`src/rtl/l2_pmem_burst_responder_pkg.sv`:
```
// Shared constants and types for the L2 physical-memory burst responder.
package l2_mem_pkg;

   localparam int LINE_W      = 256;
   localparam int BEAT_W      = 64;
   localparam int BEATS       = LINE_W / BEAT_W;
   localparam int OFFSET_BITS = 5;

   typedef enum logic [1:0] {
      IDLE,
      RD_BURST,
      WR_BURST,
      DONE
   } burst_state_t;

   // Align an address to the start of its cache line.
   function automatic logic [31:0] line_base(input logic [31:0] addr);
      return {addr[31:OFFSET_BITS], {OFFSET_BITS{1'b0}}};
   endfunction

endpackage

```
`src/rtl/l2_pmem_burst_responder_if.sv`:
```
// L2-side line interface plus memory-side burst interface, bundled.
// slave: the responder. master: whoever plays L2 and the burst memory.
interface l2_pmem_burst_responder_if #(
   parameter int LINE_W = l2_mem_pkg::LINE_W,
   parameter int BEAT_W = l2_mem_pkg::BEAT_W
);

   // L2 cache side
   logic [31:0]       pmem_address;
   logic              pmem_read;
   logic              pmem_write;
   logic [LINE_W-1:0] pmem_wdata;
   logic [LINE_W-1:0] pmem_rdata;
   logic              pmem_resp;

   // burst memory side
   logic [31:0]       bmem_address;
   logic              bmem_read;
   logic              bmem_write;
   logic [BEAT_W-1:0] bmem_wdata;
   logic [BEAT_W-1:0] bmem_rdata;
   logic              bmem_resp;

   modport slave (
      input  pmem_address, pmem_read, pmem_write, pmem_wdata,
      input  bmem_rdata, bmem_resp,
      output pmem_rdata, pmem_resp,
      output bmem_address, bmem_read, bmem_write, bmem_wdata
   );

   modport master (
      output pmem_address, pmem_read, pmem_write, pmem_wdata,
      output bmem_rdata, bmem_resp,
      input  pmem_rdata, pmem_resp,
      input  bmem_address, bmem_read, bmem_write, bmem_wdata
   );

endinterface

```
`src/rtl/l2_pmem_burst_responder_line_shift_buffer.sv`:
```
// One cache line held as BEATS beats. A whole line can be loaded at once,
// or a single beat written by index; a single beat can be read by index.
module line_shift_buffer #(
   parameter int LINE_W = l2_mem_pkg::LINE_W,
   parameter int BEAT_W = l2_mem_pkg::BEAT_W,
   parameter int IDX_W  = $clog2(LINE_W / BEAT_W)
) (
   input  logic              clk,
   input  logic              rst_n,
   input  logic              ld_en,
   input  logic [LINE_W-1:0] ld_line,
   input  logic              wr_en,
   input  logic [IDX_W-1:0]  wr_idx,
   input  logic [BEAT_W-1:0] wr_beat,
   input  logic [IDX_W-1:0]  rd_idx,
   output logic [BEAT_W-1:0] rd_beat,
   output logic [LINE_W-1:0] line
);

   localparam int BEATS = LINE_W / BEAT_W;

   // beat 0 sits in the low bits, so the packed view equals the line
   logic [BEATS-1:0][BEAT_W-1:0] beats_q;

   // whole-line load wins over a single-beat write
   always_ff @(posedge clk or negedge rst_n) begin
      if (!rst_n)
         beats_q <= '0;
      else if (ld_en)
         beats_q <= ld_line;
      else if (wr_en)
         beats_q[wr_idx] <= wr_beat;
   end

   assign line    = beats_q;
   assign rd_beat = beats_q[rd_idx];

endmodule

```
`src/rtl/l2_pmem_burst_responder.sv`:
```
// Turns single-line L2 read/write-back requests into fixed 4-beat bursts
// toward main memory and answers L2 with a one-cycle pmem_resp.
module l2_pmem_burst_responder
   import l2_mem_pkg::*;
#(
   parameter int LINE_W = l2_mem_pkg::LINE_W,
   parameter int BEAT_W = l2_mem_pkg::BEAT_W
) (
   input  logic                      clk,
   input  logic                      rst_n,
   l2_pmem_burst_responder_if.slave  bus
);

   localparam int BEATS = LINE_W / BEAT_W;
   localparam int CNT_W = $clog2(BEATS);
   localparam logic [CNT_W-1:0] LAST_BEAT = CNT_W'(BEATS - 1);

   burst_state_t      state_q, state_d;
   logic [CNT_W-1:0]  cnt_q, cnt_d;
   logic [31:0]       addr_q;
   logic              ld_addr;
   logic              ld_wline;
   logic              rd_we;
   logic [BEAT_W-1:0] wr_beat;
   logic [BEAT_W-1:0] rd_beat_unused;
   logic [LINE_W-1:0] wr_line_unused;

   // state register and beat counter; reset abandons any burst in flight
   always_ff @(posedge clk or negedge rst_n) begin
      if (!rst_n) begin
         state_q <= IDLE;
         cnt_q   <= '0;
      end else begin
         state_q <= state_d;
         cnt_q   <= cnt_d;
      end
   end

   // next state, counter and capture strobes; write beats read on a tie
   always_comb begin
      state_d  = state_q;
      cnt_d    = cnt_q;
      ld_addr  = 1'b0;
      ld_wline = 1'b0;
      rd_we    = 1'b0;
      unique case (state_q)
         IDLE: begin
            if (bus.pmem_write) begin
               ld_addr  = 1'b1;
               ld_wline = 1'b1;
               state_d  = WR_BURST;
            end else if (bus.pmem_read) begin
               ld_addr = 1'b1;
               state_d = RD_BURST;
            end
         end
         RD_BURST, WR_BURST: begin
            if (bus.bmem_resp) begin
               rd_we = (state_q == RD_BURST);
               if (cnt_q == LAST_BEAT) begin
                  cnt_d   = '0;
                  state_d = DONE;
               end else begin
                  cnt_d = cnt_q + CNT_W'(1);
               end
            end
         end
         DONE:    state_d = IDLE;
         default: state_d = IDLE;
      endcase
   end

   // burst base address, frozen for the whole burst
   always_ff @(posedge clk or negedge rst_n) begin
      if (!rst_n)
         addr_q <= '0;
      else if (ld_addr)
         addr_q <= line_base(bus.pmem_address);
   end

   // read assembly: memory beats land at the counter position
   line_shift_buffer #(.LINE_W(LINE_W), .BEAT_W(BEAT_W)) u_rd_buf (
      .clk     (clk),
      .rst_n   (rst_n),
      .ld_en   (1'b0),
      .ld_line ('0),
      .wr_en   (rd_we),
      .wr_idx  (cnt_q),
      .wr_beat (bus.bmem_rdata),
      .rd_idx  (cnt_q),
      .rd_beat (rd_beat_unused),
      .line    (bus.pmem_rdata)
   );

   // write disassembly: line captured at accept, beats picked by counter
   line_shift_buffer #(.LINE_W(LINE_W), .BEAT_W(BEAT_W)) u_wr_buf (
      .clk     (clk),
      .rst_n   (rst_n),
      .ld_en   (ld_wline),
      .ld_line (bus.pmem_wdata),
      .wr_en   (1'b0),
      .wr_idx  ('0),
      .wr_beat ('0),
      .rd_idx  (cnt_q),
      .rd_beat (wr_beat),
      .line    (wr_line_unused)
   );

   assign bus.bmem_address = addr_q;
   assign bus.bmem_read    = (state_q == RD_BURST);
   assign bus.bmem_write   = (state_q == WR_BURST);
   assign bus.bmem_wdata   = (state_q == WR_BURST) ? wr_beat : '0;
   assign bus.pmem_resp    = (state_q == DONE);

endmodule
```
`src/flat_wrapper.sv`:
```
// flat-port wrapper written by rule: the top's interface ports become plain ports
module l2_pmem_burst_responder_flat import l2_mem_pkg::*;
#(
   parameter int LINE_W = l2_mem_pkg::LINE_W,
   parameter int BEAT_W = l2_mem_pkg::BEAT_W
)
  (clk, rst_n, bus_pmem_address, bus_pmem_read, bus_pmem_write, bus_pmem_wdata, bus_bmem_rdata, bus_bmem_resp, bus_pmem_rdata, bus_pmem_resp, bus_bmem_address, bus_bmem_read, bus_bmem_write, bus_bmem_wdata);
  l2_pmem_burst_responder_if #(.LINE_W(LINE_W), .BEAT_W(BEAT_W)) bus_i ();
  input  logic clk;
  input  logic rst_n;
  input wire logic [$bits(bus_i.pmem_address)-1:0] bus_pmem_address;
  input wire logic [$bits(bus_i.pmem_read)-1:0] bus_pmem_read;
  input wire logic [$bits(bus_i.pmem_write)-1:0] bus_pmem_write;
  input wire logic [$bits(bus_i.pmem_wdata)-1:0] bus_pmem_wdata;
  input wire logic [$bits(bus_i.bmem_rdata)-1:0] bus_bmem_rdata;
  input wire logic [$bits(bus_i.bmem_resp)-1:0] bus_bmem_resp;
  output wire logic [$bits(bus_i.pmem_rdata)-1:0] bus_pmem_rdata;
  output wire logic [$bits(bus_i.pmem_resp)-1:0] bus_pmem_resp;
  output wire logic [$bits(bus_i.bmem_address)-1:0] bus_bmem_address;
  output wire logic [$bits(bus_i.bmem_read)-1:0] bus_bmem_read;
  output wire logic [$bits(bus_i.bmem_write)-1:0] bus_bmem_write;
  output wire logic [$bits(bus_i.bmem_wdata)-1:0] bus_bmem_wdata;
  assign bus_i.pmem_address = bus_pmem_address;
  assign bus_i.pmem_read = bus_pmem_read;
  assign bus_i.pmem_write = bus_pmem_write;
  assign bus_i.pmem_wdata = bus_pmem_wdata;
  assign bus_i.bmem_rdata = bus_bmem_rdata;
  assign bus_i.bmem_resp = bus_bmem_resp;
  assign bus_pmem_rdata = bus_i.pmem_rdata;
  assign bus_pmem_resp = bus_i.pmem_resp;
  assign bus_bmem_address = bus_i.bmem_address;
  assign bus_bmem_read = bus_i.bmem_read;
  assign bus_bmem_write = bus_i.bmem_write;
  assign bus_bmem_wdata = bus_i.bmem_wdata;
  l2_pmem_burst_responder #(.LINE_W(LINE_W), .BEAT_W(BEAT_W)) u_core (.clk(clk), .rst_n(rst_n), .bus(bus_i));
endmodule
```
`config.mk`:
```
export PLATFORM = sky130hd
export DESIGN_NAME = l2_pmem_burst_responder_flat
export DESIGN_NICKNAME = d
export VERILOG_FILES = /design/src/rtl/l2_pmem_burst_responder_pkg.sv /design/src/rtl/l2_pmem_burst_responder_if.sv /design/src/rtl/l2_pmem_burst_responder_line_shift_buffer.sv /design/src/rtl/l2_pmem_burst_responder.sv /design/src/flat_wrapper.sv
export SDC_FILE = /design/constraint.sdc
export NUM_CORES = 1
export LEC_CHECK = 0
export ABC_AREA = 1
export ABC_CLOCK_PERIOD_IN_PS = 1800
export CAP_MARGIN = 20
export CORE_AREA = 2 2 277 279
export DETAILED_ROUTE_END_ITERATION = 16
export DIE_AREA = 0 0 279 281
export PLACE_DENSITY_LB_ADDON = 0.12
export SLEW_MARGIN = 0
export SYNTH_ARGS = -nofsm -noshare
export SYNTH_HDL_FRONTEND = slang
export SYNTH_SLANG_ARGS = --single-unit
```
`constraint.sdc`:
```
create_clock -name clk -period 1.8 [get_ports clk]
set_input_delay 0.45 -clock clk [delete_from_list [all_inputs] [get_ports clk]]
set_output_delay 0.45 -clock clk [all_outputs]
set_load 0.01 [all_outputs]
```
# Word-level counts from Yosys, hierarchy flattened
# Cells that the tools add are included.
[word_totals] memories=0 latch_bits=0 ramBits=0 romBits=0 ff_bits=543 in_bits=357 wordCells=45 output_inout_bits=355
[classes] div=0 muxes=19 n_lt_le_gt_ge=2 eq_ne=7 reduce_logical=5 add_sub_neg=1 shift=0 mul=0 n_bitwise=0
[op_table] op="$bwmux 256" n=1
[op_table] op="$mux 64" n=3
[op_table] op="$bmux 64 s2" n=1
[op_table] op="$demux 64 s2" n=1
[op_table] op="$mux 2" n=5
[op_table] op="$mux 1" n=7
[op_table] op="$eq 2x2->1 const B" n=3
[op_table] op="$pmux 2 s3" n=1
[op_table] op="$lt 2x3->1 const B" n=1
[op_table] op="$ne 3x3->1 const B" n=1
[op_table] op="$reduce_and 3->1" n=1
[op_table] op="$add 2x1->2 const B" n=1
[op_table] op="$eq 2x1->1 const B" n=1
[op_table] op="$ge 2x1->1 const B" n=1
[op_table] op="$logic_not 2->1" n=1
[op_table] op="$ne 2x1->1 const B" n=1
[op_table] op="$ne 2x2->1 const B" n=1
[op_table] op="$reduce_and 2->1" n=1
[op_table] op="$reduce_or 2->1" n=1
[op_table] op="$logic_and 1x1->1" n=1

# Longest topological paths before layout
[logic_depth] word_depth=5 depth_mapped=9

# Hierarchy
# A second synthesis with hierarchy kept.
[hier_totals] cells_unflattened=5437 hier_area_um2=35268.8
[by_module_without_submodules] module="line_shift_buffer" instances=2 area_per_inst_um2=16674.7 cells_per_inst=2570 seq_area_each_um2=6406.1
[by_module_without_submodules] module="l2_pmem_burst_responder" instances=1 area_per_inst_um2=1919.3 cells_per_inst=297 seq_area_each_um2=775.7

# Least setup slack after synthesis
# Ideal clock, no wire load.
[synth_timing] path_kind="flip-flop to output port" from="reg u_core.cnt_q[1]" to="out bus_bmem_wdata[0]" t_arrival_ps=1222 path_stages_with_launch=6 required_ps=1350 path_slack_ps=128 cell_sequence="dfrtp_1 inv_1 buf_4 clkbuf_1 nand3_1 a21oi_1"
[synth_via] elab_chain_len=3
[synth_rtl] element="start, declared" line_no="l2_pmem_burst_responder.sv:19" rtl="logic [CNT_W-1:0] cnt_q, cnt_d;"
[synth_rtl] element="start signal, assigned" line_no="l2_pmem_burst_responder.sv:35" rtl="cnt_q <= cnt_d;"
[synth_rtl] element="$bmux 64 s2" line_no="l2_pmem_burst_responder_line_shift_buffer.sv:36" rtl="assign rd_beat = beats_q[rd_idx];"
[synth_rtl] element="$mux 64 (implied by the code)" line_no="l2_pmem_burst_responder_line_shift_buffer.sv:36"
[synth_rtl] element="$mux 64" line_no="l2_pmem_burst_responder.sv:112" rtl="assign bus.bmem_wdata = (state_q == WR_BURST) ? wr_beat : '0;"
[synth_rtl] element="end, declared" line_no="flat_wrapper.sv:22" rtl="output wire logic [$bits(bus_i.bmem_wdata)-1:0] bus_bmem_wdata;"
# Every way passes these cells. The select of a mux whose other input is x is not followed.

# Worst setup path in the final report
[layout_timing] from="reg u_core.cnt_q[0]" to="out bus_bmem_wdata[54]"
# Same word-level chain as after synthesis.

==> impl_metrics.json <==
{
  "wl_um": 100000,
  "gp_congestion": 0.881,
  "crit_type": "flip-flop to output pin",
  "max_freq_mhz": 392,
  "dr.pass1.iters": 5,
  "htreeDepth": 2,
  "synthFlopType": "dfrtp_1",
  "yosysWarnings": 0,
  "status": "finished, violations left",
  "timing.rr.start": "u_core.state_q[1]",
  "setup_violations": 360,
  "crit_required_ps": 1350,
  "dpl_worst_slack_ps": -550,
  "final.setup.worst_slack_ps": -754,
  "grt_pass1_wl_um": 136000,
  "ys_seq_area_share_pct": 56.6,
  "netlist.area_leader.share_pct": 56.6,
  "synth_edf_count": 0,
  "die_h_um": 281,
  "rsz0062_at_grt": "yes",
  "post-route-period-util_pct": 142,
  "cts.clk_slew.worst_paths_ps": 60,
  "dpl.hpwl_um": 67100,
  "rr_endpoint": "u_core.u_rd_buf.line[2]",
  "nets": 3850,
  "rows": 101,
  "grt_max_degree": 79,
  "ys_ff_latch": 543,
  "hold_path.class": "input port to async pin",
  "die_width_um": 279,
  "antenna_found_initial": 25,
  "ios": 712,
  "drcViolationCount": 0,
  "synth_common_cells": "nand2_1, dfrtp_1, inv_1",
  "cp_max_fo": 6,
  "route.vias.total": 21700,
  "power.total_mw": 64.8,
  "critPathLaunchType": "flip-flop",
  "rr_worst_depth": 15,
  "ir_worst_vdd_v": 0.00101,
  "yosysMostFrequentCell": "nand2_1",
  "syn_inst": 2634,
  "insertion_delay_ps": 630,
  "antenna_left": 0,
  "root_buffer": "clkbuf_16",
  "dieArea_sq_um": 78400,
  "placed_area_sq_um": 32600,
  "finalHoldViolations": 0,
  "rrSetupSlack_ps": -370,
  "grt_pass1_vias": 21200,
  "max-cap-violations": 0,
  "startpoint": "u_core.cnt_q[0]",
  "grt_usage_pct": 22.9,
  "fin_crit_ps": 2550,
  "portBuffers": 701,
  "grt_overflow": 0,
  "ys_types": 22,
  "cts_sinks": 543,
  "p_leak_nw": 19.1,
  "drv_slew": 0,
  "netlist_top_cells_area": "dfrtp_1, nand2_1, o21ai_2",
  "yosys.area.top_type": "dfrtp_1",
  "cts_made_buffers": 60,
  "async_flop_share_pct": 100,
  "violations": "negative setup slack",
  "synth_area_sq_um": 24000,
  "endpoint": "bus_bmem_wdata[54]",
  "synth_area_per_cell_sq_um": 9.12,
  "crit_arrival_ps": 2100,
  "setup_tns_ps": -118870,
  "drtIter0Drc": 1338,
  "seqCellArea_sq_um": 13600,
  "wl_per_cell_um": 22.1,
  "drive_gt1_share_pct": 28.3,
  "routed_via_density": 4.79,
  "finalInstanceArea_sq_um": 38400,
  "endpoint_kind": "output pin",
  "cts.path.max_buffers": 3,
  "initial_core_util_pct": 31.8,
  "powerDensity_nw_per_um2": 1690,
  "area_growth_pct": 59.8,
  "multi_input_area_sq_um": 9490,
  "core_area_sq_um": 75400,
  "cts_tree": "done",
  "fill_cells": 7040,
  "clock_skew_ps": 23.4
}
-- per-stage QoR --
stage	std cells	hold slack [ps]	utilization, %
after CTS	4436	356	47.1
final	4524	381	50.9
after floorplan	2638	154	-
after detailed placement	4280	424	43.2
after global routing	4521	367	50.8
after global placement	4280	433	43.2
-- critical path, stage by stage (launching register included) --
cell	delay, ps
dfrtp_4	540
buf_12	160
clkbuf_16	160
buf_6	130
nand2_2	60
nand3_2	70
a21oi_2	180
buf_2	160
-- state kept, by name, indices dropped and copies added, names as in the netlist --
name                     count
u_core.bus.bmem_address     27
u_core.cnt_q                 2
u_core.state_q               2
u_core.u_rd_buf.line       256
u_core.u_wr_buf.line       256
-- worst min path at each step --
stage / from / end / cells after the start
floorplan: rst_n / u_core.bus.bmem_address[10] / 0
global placement: rst_n / u_core.u_rd_buf.line[145] / 2
detailed placement: rst_n / u_core.u_rd_buf.line[145] / 2
CTS: rst_n / u_core.u_rd_buf.line[211] / 3
global route: rst_n / u_core.u_rd_buf.line[211] / 3
finish: rst_n / u_core.u_rd_buf.line[211] / 3
-- area by class of cell --
cell class / instances / share of cell area, %
Timing Repair Buffer: 951 / 28.2
Inverter: 329 / 3.32
Multi-Input combinational cell: 1599 / 24.7
Clock inverter: 13 / 0.336
Clock buffer: 100 / 4.78
Sequential cell: 543 / 35.4
Antenna cell: 11 / 0.0717
Tap cell: 978 / 3.19
-- routing by layer --
metal	GRT usage (%)	routed length [um]	vias up
li1	-	-	10100
met1	29.0	41000	10700
met2	38.7	49300	710
met3	5.85	6450	184
met4	6.22	3010	28
met5	0	197	-
-- placed cells by master, fill, tap and decap left out, types with 2 or more instances in the layout --
| cell type | netlist | layout |
|---|---|---|
| clkinv_8 | 0 | 3 |
| nand3_4 | 0 | 6 |
| ha_1 | 9 | 3 |
| nand3_2 | 0 | 85 |
| nand2_8 | 0 | 7 |
| a21oi_2 | 0 | 58 |
| ha_4 | 0 | 5 |
| nand3_1 | 158 | 67 |
| dfrtp_1 | 543 | 541 |
| nand2_4 | 5 | 60 |
| clkdlybuf4s50_1 | 0 | 350 |
| buf_16 | 0 | 28 |
| nor2_1 | 259 | 259 |
| nand2_2 | 1 | 109 |
| o21ai_2 | 208 | 216 |
| nand2_1 | 576 | 411 |
| buf_12 | 22 | 74 |
| conb_1 | 1 | 5 |
| a21oi_4 | 0 | 2 |
| clkinv_2 | 0 | 9 |
| o21ai_0 | 2 | 2 |
| clkdlybuf4s15_2 | 0 | 37 |
| clkbuf_1 | 31 | 23 |
| a21oi_1 | 322 | 262 |
| inv_1 | 328 | 323 |
| o21ai_1 | 48 | 39 |
| buf_6 | 30 | 41 |
| clkdlybuf4s15_1 | 0 | 113 |
| clkbuf_8 | 4 | 16 |
| clkbuf_16 | 0 | 93 |
| buf_4 | 6 | 83 |
| buf_2 | 75 | 44 |
| dlygate4sd2_1 | 0 | 137 |
| diode_2 | 0 | 11 |
| buf_8 | 0 | 10 |
| dfrtp_4 | 0 | 2 |
-- where the power goes --
part / internal, mW / switching [mW] / leakage, nW / total, mW
clock: 7.05 / 5.16 / 0.962 / 12.2
sequential: 17.7 / 2.57 / 6.50 / 20.3
combinational: 14.3 / 18.0 / 11.6 / 32.3
total: 39.1 / 25.8 / 19.1 / 64.8
-- what timing repair did --
| item | CTS | global route |
|---|---|---|
| gates cloned | 20 | 51 |
| endpoints found under the hold margin | 147 | 0 |
| hold buffers | 1 | 0 |
| gates resized for setup | 863 | 410 |
| pin swaps | 9 | 97 |
| setup buffers | 22 | 27 |
| setup endpoints to repair | 608 | 425 |
-- kinds of logic (layout without fill, tap and decap cells) --
| logic type | after synthesis | in the layout | synth area share (%) |
|---|---|---|---|
| DFF | 543 | 543 | 56.6 |
| buffers and inverters | 501 | 1393 | 10.9 |
| adders and majority gates | 9 | 9 | 0.469 |
| other | 1 | 16 | 0.0156 |
| AOI/OAI and AO/OA | 580 | 580 | 15.3 |
| and+or+nand+nor | 1000 | 1005 | 16.7 |
Note: power is estimated with default switching activity, not from simulation.
